--- config.mk ---
export PLATFORM = sky130hd
export DESIGN_NAME = wb_mem_tester_flat
export DESIGN_NICKNAME = d
export VERILOG_FILES = /design/src/rtl/wb_mem_tester_if.sv /design/src/rtl/wb_mem_tester.sv /design/src/flat_wrapper.sv
export SDC_FILE = /design/constraint.sdc
export NUM_CORES = 1
export LEC_CHECK = 0
export ABC_AREA = 1
export CAP_MARGIN = 20
export CORE_MARGIN = 1.5
export CORE_UTILIZATION = 52
export DETAILED_ROUTE_END_ITERATION = 6
export PLACE_DENSITY = 0.91
export SYNTH_ARGS = -nofsm -noshare
export SYNTH_HDL_FRONTEND = slang
export SYNTH_SLANG_ARGS = --single-unit
--- constraint.sdc ---
create_clock -name clk -period 2.3 [get_ports clk]
set_input_delay 0.23 -clock clk [delete_from_list [all_inputs] [get_ports clk]]
set_output_delay 0.23 -clock clk [all_outputs]
set_load 0.01 [all_outputs]
--- src/rtl/wb_mem_tester_if.sv ---
// wb_mem_tester_if: Wishbone master-side bus bundle between the tester and the memory slave
interface wb_mem_tester_if #(
    parameter int ADDR_W = 23,
    parameter int DATA_W = 32
) ();
    logic              cyc_o;
    logic              stb_o;
    logic              we_o;
    logic [ADDR_W-1:0] addr_o;
    logic [DATA_W-1:0] dat_o;
    logic [DATA_W-1:0] dat_i;
    logic              ack_i;

    modport master (
        output cyc_o, stb_o, we_o, addr_o, dat_o,
        input  dat_i, ack_i
    );

    modport slave (
        input  cyc_o, stb_o, we_o, addr_o, dat_o,
        output dat_i, ack_i
    );
endinterface

--- src/rtl/wb_mem_tester.sv ---
// wb_mem_tester: writes seed^addr over [addr_lo..addr_hi], reads it back and reports errors; ack watchdog under WB_MEM_TESTER_TIMEOUT_EN
module wb_mem_tester #(
    parameter int ADDR_W      = 23,
    parameter int DATA_W      = 32,
    parameter int TIMEOUT_CYC = 1023
) (
    input  logic              clk,
    input  logic              rst,
    input  logic              start,
    input  logic [ADDR_W-1:0] addr_lo,
    input  logic [ADDR_W-1:0] addr_hi,
    input  logic [DATA_W-1:0] seed,
    output logic              busy,
    output logic              done,
    output logic              pass,
    output logic              timeout,
    output logic [15:0]       err_count,
    output logic [ADDR_W-1:0] first_err_addr,
    output logic [DATA_W-1:0] first_err_data,
    wb_mem_tester_if.master   wb
);
    localparam int WD_W = $clog2(TIMEOUT_CYC + 1);

    typedef enum logic [2:0] {IDLE, CHK, WR_REQ, WR_GAP, RD_REQ, RD_GAP, FIN} state_t;

    state_t            state_q, state_d;
    logic [ADDR_W-1:0] lo_q, lo_d, hi_q, hi_d, cur_q, cur_d;
    logic [DATA_W-1:0] seed_q, seed_d;
    logic              busy_q, busy_d, done_q, done_d, pass_q, pass_d;
    logic              timeout_q, timeout_d, range_err_q, range_err_d;
    logic [15:0]       err_q, err_d;
    logic [ADDR_W-1:0] fa_q, fa_d, addr_q, addr_d;
    logic [DATA_W-1:0] fd_q, fd_d, dat_q, dat_d;
    logic              cyc_q, cyc_d, stb_q, stb_d, we_q, we_d;
    logic [DATA_W-1:0] pat;
    logic              req, to_hit;

    assign pat = seed_q ^ DATA_W'(cur_q);
    assign req = (state_q == WR_REQ) || (state_q == RD_REQ);

`ifdef WB_MEM_TESTER_TIMEOUT_EN
    logic [WD_W-1:0] wd_q, wd_d;

    // Watchdog: counts unacknowledged request cycles, cleared whenever no request is pending
    always_comb begin
        wd_d   = (req && !wb.ack_i) ? wd_q + WD_W'(1) : '0;
        to_hit = req && !wb.ack_i && (wd_q == WD_W'(TIMEOUT_CYC - 1));
    end

    // Watchdog counter register
    always_ff @(posedge clk) begin
        if (rst) wd_q <= '0;
        else     wd_q <= wd_d;
    end
`else
    logic [WD_W-1:0] wd_unused;
    assign wd_unused = '0;
    assign to_hit    = 1'b0;
`endif

    // Next-state and registered-output logic for the whole run
    always_comb begin
        state_d     = state_q;
        lo_d        = lo_q;
        hi_d        = hi_q;
        cur_d       = cur_q;
        seed_d      = seed_q;
        busy_d      = busy_q;
        done_d      = done_q;
        pass_d      = pass_q;
        timeout_d   = timeout_q;
        range_err_d = range_err_q;
        err_d       = err_q;
        fa_d        = fa_q;
        fd_d        = fd_q;
        addr_d      = addr_q;
        dat_d       = dat_q;
        cyc_d       = 1'b0;
        stb_d       = 1'b0;
        we_d        = 1'b0;
        case (state_q)
            IDLE: if (start) begin
                state_d     = CHK;
                lo_d        = addr_lo;
                hi_d        = addr_hi;
                seed_d      = seed;
                busy_d      = 1'b1;
                done_d      = 1'b0;
                pass_d      = 1'b0;
                timeout_d   = 1'b0;
                range_err_d = 1'b0;
                err_d       = '0;
                fa_d        = '0;
                fd_d        = '0;
            end
            CHK: begin
                range_err_d = lo_q > hi_q;
                cur_d       = lo_q;
                state_d     = (lo_q > hi_q) ? FIN : WR_REQ;
            end
            WR_REQ, RD_REQ: begin
                if (to_hit) begin
                    timeout_d = 1'b1;
                    state_d   = FIN;
                end else if (stb_q && wb.ack_i) begin
                    state_d = (state_q == WR_REQ) ? WR_GAP : RD_GAP;
                    if (state_q == RD_REQ && wb.dat_i != pat) begin
                        err_d = (err_q == 16'hFFFF) ? err_q : err_q + 16'd1;
                        fa_d  = (err_q == '0) ? cur_q : fa_q;
                        fd_d  = (err_q == '0) ? wb.dat_i : fd_q;
                    end
                end else begin
                    cyc_d  = 1'b1;
                    stb_d  = 1'b1;
                    we_d   = state_q == WR_REQ;
                    addr_d = cur_q;
                    dat_d  = pat;
                end
            end
            WR_GAP: if (!wb.ack_i) begin
                cur_d   = (cur_q == hi_q) ? lo_q : cur_q + ADDR_W'(1);
                state_d = (cur_q == hi_q) ? RD_REQ : WR_REQ;
            end
            RD_GAP: if (!wb.ack_i) begin
                cur_d   = (cur_q == hi_q) ? cur_q : cur_q + ADDR_W'(1);
                state_d = (cur_q == hi_q) ? FIN : RD_REQ;
            end
            FIN: begin
                busy_d  = 1'b0;
                done_d  = 1'b1;
                pass_d  = !range_err_q && !timeout_q && (err_q == '0);
                state_d = IDLE;
            end
            default: state_d = IDLE;
        endcase
    end

    // State and output registers, all cleared by synchronous reset
    always_ff @(posedge clk) begin
        if (rst) begin
            state_q     <= IDLE;
            lo_q        <= '0;
            hi_q        <= '0;
            cur_q       <= '0;
            seed_q      <= '0;
            busy_q      <= 1'b0;
            done_q      <= 1'b0;
            pass_q      <= 1'b0;
            timeout_q   <= 1'b0;
            range_err_q <= 1'b0;
            err_q       <= '0;
            fa_q        <= '0;
            fd_q        <= '0;
            addr_q      <= '0;
            dat_q       <= '0;
            cyc_q       <= 1'b0;
            stb_q       <= 1'b0;
            we_q        <= 1'b0;
        end else begin
            state_q     <= state_d;
            lo_q        <= lo_d;
            hi_q        <= hi_d;
            cur_q       <= cur_d;
            seed_q      <= seed_d;
            busy_q      <= busy_d;
            done_q      <= done_d;
            pass_q      <= pass_d;
            timeout_q   <= timeout_d;
            range_err_q <= range_err_d;
            err_q       <= err_d;
            fa_q        <= fa_d;
            fd_q        <= fd_d;
            addr_q      <= addr_d;
            dat_q       <= dat_d;
            cyc_q       <= cyc_d;
            stb_q       <= stb_d;
            we_q        <= we_d;
        end
    end

    assign busy           = busy_q;
    assign done           = done_q;
    assign pass           = pass_q;
    assign timeout        = timeout_q;
    assign err_count      = err_q;
    assign first_err_addr = fa_q;
    assign first_err_data = fd_q;
    assign wb.cyc_o       = cyc_q;
    assign wb.stb_o       = stb_q;
    assign wb.we_o        = we_q;
    assign wb.addr_o      = addr_q;
    assign wb.dat_o       = dat_q;
endmodule

--- src/flat_wrapper.sv ---
// flat-port wrapper written by rule: the top's interface ports become plain ports
module wb_mem_tester_flat 
#(
    parameter int ADDR_W      = 23,
    parameter int DATA_W      = 32,
    parameter int TIMEOUT_CYC = 1023
)
  (clk, rst, start, addr_lo, addr_hi, seed, busy, done, pass, timeout, err_count, first_err_addr, first_err_data, wb_cyc_o, wb_stb_o, wb_we_o, wb_addr_o, wb_dat_o, wb_dat_i, wb_ack_i);
  wb_mem_tester_if #(.ADDR_W(ADDR_W), .DATA_W(DATA_W)) wb_i ();
  input  logic clk;
  input  logic rst;
  input  logic start;
  input  logic [ADDR_W-1:0] addr_lo;
  input  logic [ADDR_W-1:0] addr_hi;
  input  logic [DATA_W-1:0] seed;
  output logic busy;
  output logic done;
  output logic pass;
  output logic timeout;
  output logic [15:0] err_count;
  output logic [ADDR_W-1:0] first_err_addr;
  output logic [DATA_W-1:0] first_err_data;
  output wire logic [$bits(wb_i.cyc_o)-1:0] wb_cyc_o;
  output wire logic [$bits(wb_i.stb_o)-1:0] wb_stb_o;
  output wire logic [$bits(wb_i.we_o)-1:0] wb_we_o;
  output wire logic [$bits(wb_i.addr_o)-1:0] wb_addr_o;
  output wire logic [$bits(wb_i.dat_o)-1:0] wb_dat_o;
  input wire logic [$bits(wb_i.dat_i)-1:0] wb_dat_i;
  input wire logic [$bits(wb_i.ack_i)-1:0] wb_ack_i;
  assign wb_cyc_o = wb_i.cyc_o;
  assign wb_stb_o = wb_i.stb_o;
  assign wb_we_o = wb_i.we_o;
  assign wb_addr_o = wb_i.addr_o;
  assign wb_dat_o = wb_i.dat_o;
  assign wb_i.dat_i = wb_dat_i;
  assign wb_i.ack_i = wb_ack_i;
  wb_mem_tester #(.ADDR_W(ADDR_W), .DATA_W(DATA_W), .TIMEOUT_CYC(TIMEOUT_CYC)) u_core (.clk(clk), .rst(rst), .start(start), .addr_lo(addr_lo), .addr_hi(addr_hi), .seed(seed), .busy(busy), .done(done), .pass(pass), .timeout(timeout), .err_count(err_count), .first_err_addr(first_err_addr), .first_err_data(first_err_data), .wb(wb_i));
endmodule
==> reports/qor.txt, run 1 <==
CP delay by family, top: simple AND/OR/NAND/NOR gates
Crit. path cell count: 13
Port Buffers: 245
Share of cells above drive strength 1: 0.0795
Leakage: 7.26 nW
Finished Layout Cells: 2470
Unrepaired setup endpoints after global routing: no
EDFF count, synth: 0
Via count of the first global-routing pass: 12900
Slowest cell on crit path: dfxtp_1
Initial Util: 0.527
Synth cell types: 41
Die footprint: 24600 µm²
Slew margin rel.: 0.414
Yosys warnings: 0
Net Count, Synth: 2019
Hpwl dp: 32100 µm
M3 GR Usage: 0.0604
Worst-Skew Late Latency: 0.54 ns
Routed wire length: 43700 µm
Worst path max stage delay: 0.39 ns
Worst path bufs/invs: 2
CTS tree: built
Core area: 23300 µm²
Syn_area_per_cell: 6.54 µm²
Clock sink count: 236
Total power: 0.0227 W
CP required: 2.67 ns
Async set-or-reset flop fraction in the synthesized netlist: 0
H-tree depth: 1
Final period util: 0.958
R2R depth: 13
Failing checks: design-rule violations
Number of synthesized register bits: 236
Peak supply drop: 1.08 mV
Synth-to-Final Area Change: 34.0%
Outcome: finished, violations left
GRT met1 Usage: 0.427
Cts bufs inserted: 27
Global-route wire length before repair: 67400 µm
Wire per inst: 17.7 µm
Clock skew: 0.0103 ns
Commonest non-fill, non-tap cell in the layout: nand2_1
Post-DP Area: 15500 µm²
Setup TNS: 0 ns
Critical path arrival: 2.57 ns
GR Overflow Total: 0
Final Critical Period: 2.20 ns
Total track usage: 0.347
Vias: 13700
Antenna violations before repair: 0
Pin count of the biggest net entering global routing: 75
Placed insts: 2417
Die width: 157 µm
Clk pin slew, worst setup/hold paths: 0.06 ns
Clock Tree Root: clkbuf_16
Placer congestion estimate: 0.952
Most used flip-flop cell after synthesis: dfxtp_1
Cell count after synthesis: 1879
Worst hold path type: input pin to flop
Pins Over Slew Limit: 0
Fin nets: 2270
Pwr Density: 1380 nW/µm²
I/O pins: 247
Crit Path Class: flop to flop
Startpoint types: flop
Layer with the highest usage: met2
Drt pass-1 iters: 7
MaxCap Viol Count: 0
Number of vias per cell: 5.56
Hold depth: 3
Synth Cell Area: 12300 µm²
Fmax: 0.454 GHz
Remaining routing DRC violations: 4
Hold Vio Cnt, Final: 0
Critical path, cell by cell: buf_4, nand3_1, nor2_2, nand2_1, nor2_1, nand2_1, nor2_2, nand3_4, nand3_4, buf_4, nand2_1, nand2_1, nor2_1
M2 GR Usage: 0.582
Row count: 56
CP endpoint kind: flop
CP max FO: 10
Worst slew pin tran: 0.879 ns
Ant diodes: 0
Commonest non-fill, non-tap cells in the layout: nand2_1, clkdlybuf4s50_1, dfxtp_1, inv_1, a21oi_1
Die Ht: 157 µm
ANT nets after route: 0
Design area: 16500 µm²
Sequential area share after synthesis: 0.384
Final setup fails: 0
CP most frequent cell: nand2_1
DRT iter0 DRCs: 1467
Max Buffers Root-to-Sink: 3
-- flip-flops by register name, indices dropped and copies added (netlist names), 3 cells and up --
register and count:
u_core.cur_q 23, u_core.err_count 16, u_core.hi_q 23, u_core.state_q 3
u_core.wb.dat_o 32, u_core.first_err_data 32, u_core.lo_q 23, u_core.wb.addr_o 23
u_core.first_err_addr 23, u_core.seed_q 32
-- what timing repair did --
| action | 4_1_cts | 5_1_grt |
|---|---|---|
| hold endpoints to repair | 2 | 0 |
| hold buffers | 1 | 0 |
| resized for setup | 0 | 7 |
| setup buffers | 0 | 1 |
| endpoints found under the setup margin | 0 | 75 |
-- worst paths after layout --
| path | startpoint | endpoint | slack [ns] |
|---|---|---|---|
| setup / recovery | u_core.state_q[2]$_SDFFE_PP0P_ | u_core.first_err_data[26]$_SDFFE_PP0P_ | 0.1 |
| hold / removal | addr_lo[9] | u_core.lo_q[9]$_SDFFE_PP0P_ | 0.27 |
| setup reg to reg | u_core.state_q[2]$_SDFFE_PP0P_ | u_core.first_err_data[26]$_SDFFE_PP0P_ | 0.1 |
| hold reg to reg | u_core.busy$_SDFFE_PP0P_ | u_core.busy$_SDFFE_PP0P_ | 0.47 |
-- final cells by class --
class,count,area [µm²]
clock buffers,38,767
multi-input cells,1305,6200
inverters,231,867
well taps,319,399
clock inverters,12,199
flip-flops and latches,236,4730
repair buffers,329,3310
fillers,1877,6860
-- per-layer routing --
metal,up-vias,routed length [µm]
met3,137,3880
met1,6352,17200
met2,711,20400
met4,0,2210
met5,-,0
li1,6542,-
-- Yosys cell counts (16+ instances only) --
cell type / instances / area [µm²]
nand2_1: 565 / 2120
o21ai_0: 123 / 616
nand4_1: 85 / 532
nor2_1: 144 / 541
inv_1: 214 / 803
ha_1: 26 / 325
buf_2: 18 / 90.1
clkbuf_1: 67 / 251
inv_2: 16 / 60.1
dfxtp_1: 236 / 4720
a21oi_1: 148 / 741
nand3_1: 129 / 646
nor3_1: 16 / 80.1
-- stage by stage --
| stage | setup slack, ns | hold WS (ns) | utilization |
|---|---|---|---|
| final | 0.0972 | 0.271 | 0.706 |
| after global routing | 0.00571 | 0.273 | 0.706 |
| after CTS | 0.0355 | 0.261 | 0.704 |
| after global placement | -0.0442 | 0.450 | 0.662 |
| after detailed placement | -0.117 | 0.456 | 0.662 |
| after floorplan | 0.422 | 0.325 | - |
-- power by group --
| group | internal (W) | switching [W] |
|---|---|---|
| combinational | 0.00473 | 0.00709 |
| clock | 0.00289 | 0.00179 |
| sequential | 0.00530 | 0.000899 |
| total | 0.0129 | 0.00978 |
-- worst min-delay path, delay by kind of cell --
| family | cells | cell delay (ns) |
|---|---|---|
| and+or+nand+nor | 1 | 0.08 |
| buffers and inverters | 1 | 0.39 |
| AOI/OAI and AO/OA | 1 | 0.06 |
-- cells by family (layout without fill, tap and decap cells) --
| family | after synthesis | count (layout) | synth area share |
|---|---|---|---|
| fa+ha+maj | 26 | 26 | 0.0265 |
| compound gates | 290 | 290 | 0.122 |
| buf+inv | 339 | 610 | 0.113 |
| flops | 236 | 236 | 0.384 |
| xor+xnor | 18 | 18 | 0.0128 |
| simple gates | 969 | 970 | 0.341 |
| other cells | 1 | 1 | 0.000305 |
(Power assumes the default switching activity.)
==> inputs of run 2 (changes only) <==
Settings changed: CTS_BUF_LIST set to sky130_fd_sc_hd__clkbuf_8 sky130_fd_sc_hd__clkbuf_16.
==> reports/qor.txt, run 2 (synthesis results as in run 1) <==
Peak supply drop: 1.07 mV
Vias: 13700
Unrepaired setup endpoints after global routing: no
Placer congestion estimate: 0.952
Number of vias per cell: 5.56
Post-DP Area: 15500 µm²
Outcome: finished, violations left
Antenna violations before repair: 0
Wire per inst: 17.7 µm
Remaining routing DRC violations: 1
ANT nets after route: 0
Fmax: 0.456 GHz
Worst hold path type: input pin to flop
Core area: 23300 µm²
Hold depth: 3
H-tree depth: 1
MaxCap Viol Count: 0
Hpwl dp: 32100 µm
Drt pass-1 iters: 7
Clock Tree Root: clkbuf_16
CP endpoint kind: flop
Clk pin slew, worst setup/hold paths: 0.06 ns
I/O pins: 247
Commonest non-fill, non-tap cells in the layout: nand2_1, clkdlybuf4s50_1, dfxtp_1, inv_1, a21oi_1
Hold Vio Cnt, Final: 0
Via count of the first global-routing pass: 12900
Die footprint: 24600 µm²
Slew margin rel.: 0.418
Port Buffers: 245
Startpoint types: flop
Pins Over Slew Limit: 0
Total track usage: 0.347
Pwr Density: 1380 nW/µm²
Initial Util: 0.527
Design area: 16500 µm²
Final Critical Period: 2.19 ns
Total power: 0.0227 W
Ant diodes: 0
CP required: 2.67 ns
Die Ht: 157 µm
Global-route wire length before repair: 67400 µm
CTS tree: built
Max Buffers Root-to-Sink: 3
Cts bufs inserted: 27
GR Overflow Total: 0
Worst R2R Setup Slack: 0.11 ns
Crit Path Class: flop to flop
Place WS: -0.117 ns
Final setup fails: 0
Fin nets: 2270
Worst slew pin tran: 0.873 ns
Leakage: 7.28 nW
Final-layout fill cell count: 1877
Pin count of the biggest net entering global routing: 75
Die width: 157 µm
R2R depth: 13
Commonest non-fill, non-tap cell in the layout: nand2_1
Critical path arrival: 2.56 ns
Share of cells above drive strength 1: 0.0795
Routed wire length: 43700 µm
Row count: 56
Synth-to-Final Area Change: 34.0%
Final period util: 0.952
Failing checks: design-rule violations
PnR worst setup slack: 0.109 ns
Clock skew: 0.00888 ns
Worst-Skew Late Latency: 0.54 ns
Clock sink count: 236
DRT iter0 DRCs: 1466
CP max FO: 10
[run 2: final timing paths]
path	end	start
setup reg to reg	u_core.first_err_data[26]$_SDFFE_PP0P_	u_core.state_q[2]$_SDFFE_PP0P_
hold / removal	u_core.lo_q[9]$_SDFFE_PP0P_	addr_lo[9]
hold reg to reg	u_core.busy$_SDFFE_PP0P_	u_core.busy$_SDFFE_PP0P_
setup / recovery	u_core.first_err_data[26]$_SDFFE_PP0P_	u_core.state_q[2]$_SDFFE_PP0P_
[run 2: layer usage]
| layer | GRT usage | vias to the layer above | routed length, µm |
|---|---|---|---|
| met3 | 0.0604 | 146 | 3740 |
| met2 | 0.582 | 712 | 20300 |
| li1 | - | 6542 | - |
| met4 | 0.175 | 0 | 2320 |
| met5 | 0 | - | 0 |
| met1 | 0.427 | 6330 | 17400 |
[run 2: critical path, cell delays in order, from the launching register on]
cell,delay [ns]
dfxtp_1,0.39
buf_4,0.17
nand3_1,0.16
nor2_2,0.22
nand2_1,0.07
nor2_1,0.16
nand2_1,0.10
nor2_2,0.13
nand3_4,0.12
nand3_4,0.11
buf_4,0.19
nand2_1,0.07
nand2_1,0.07
nor2_1,0.06
[run 2: repair_timing]
item,CTS,global route
hold buffers,1,0
endpoints found under the setup margin,0,75
endpoints found under the hold margin,2,0
setup buffers,0,1
resized for setup,0,7
[run 2: report_power, final]
part / switching (W) / internal [W]
Sequential: 0.000898 / 0.00530
Combinational: 0.00709 / 0.00473
Clock: 0.00179 / 0.00286
[run 2: final cells by class]
type	count	area, µm²	area share
clock inverters	18	221	0.0134
well taps	319	399	0.0242
clock buffers	32	744	0.0452
inverters	231	867	0.0526
flip-flops and latches	236	4730	0.287
repair buffers	329	3310	0.201
multi-input cells	1305	6200	0.377
[run 2: stage by stage]
step | std cells | TNS, ns | utilization | hold WS (ns)
floorplan | 1879 | 0 | - | 0.325
global placement | 2417 | -0.669 | 0.662 | 0.450
detailed placement | 2417 | -6.19 | 0.662 | 0.456
CTS | 2468 | 0 | 0.704 | 0.261
global route | 2470 | 0 | 0.706 | 0.273
finish | 2470 | 0 | 0.706 | 0.271
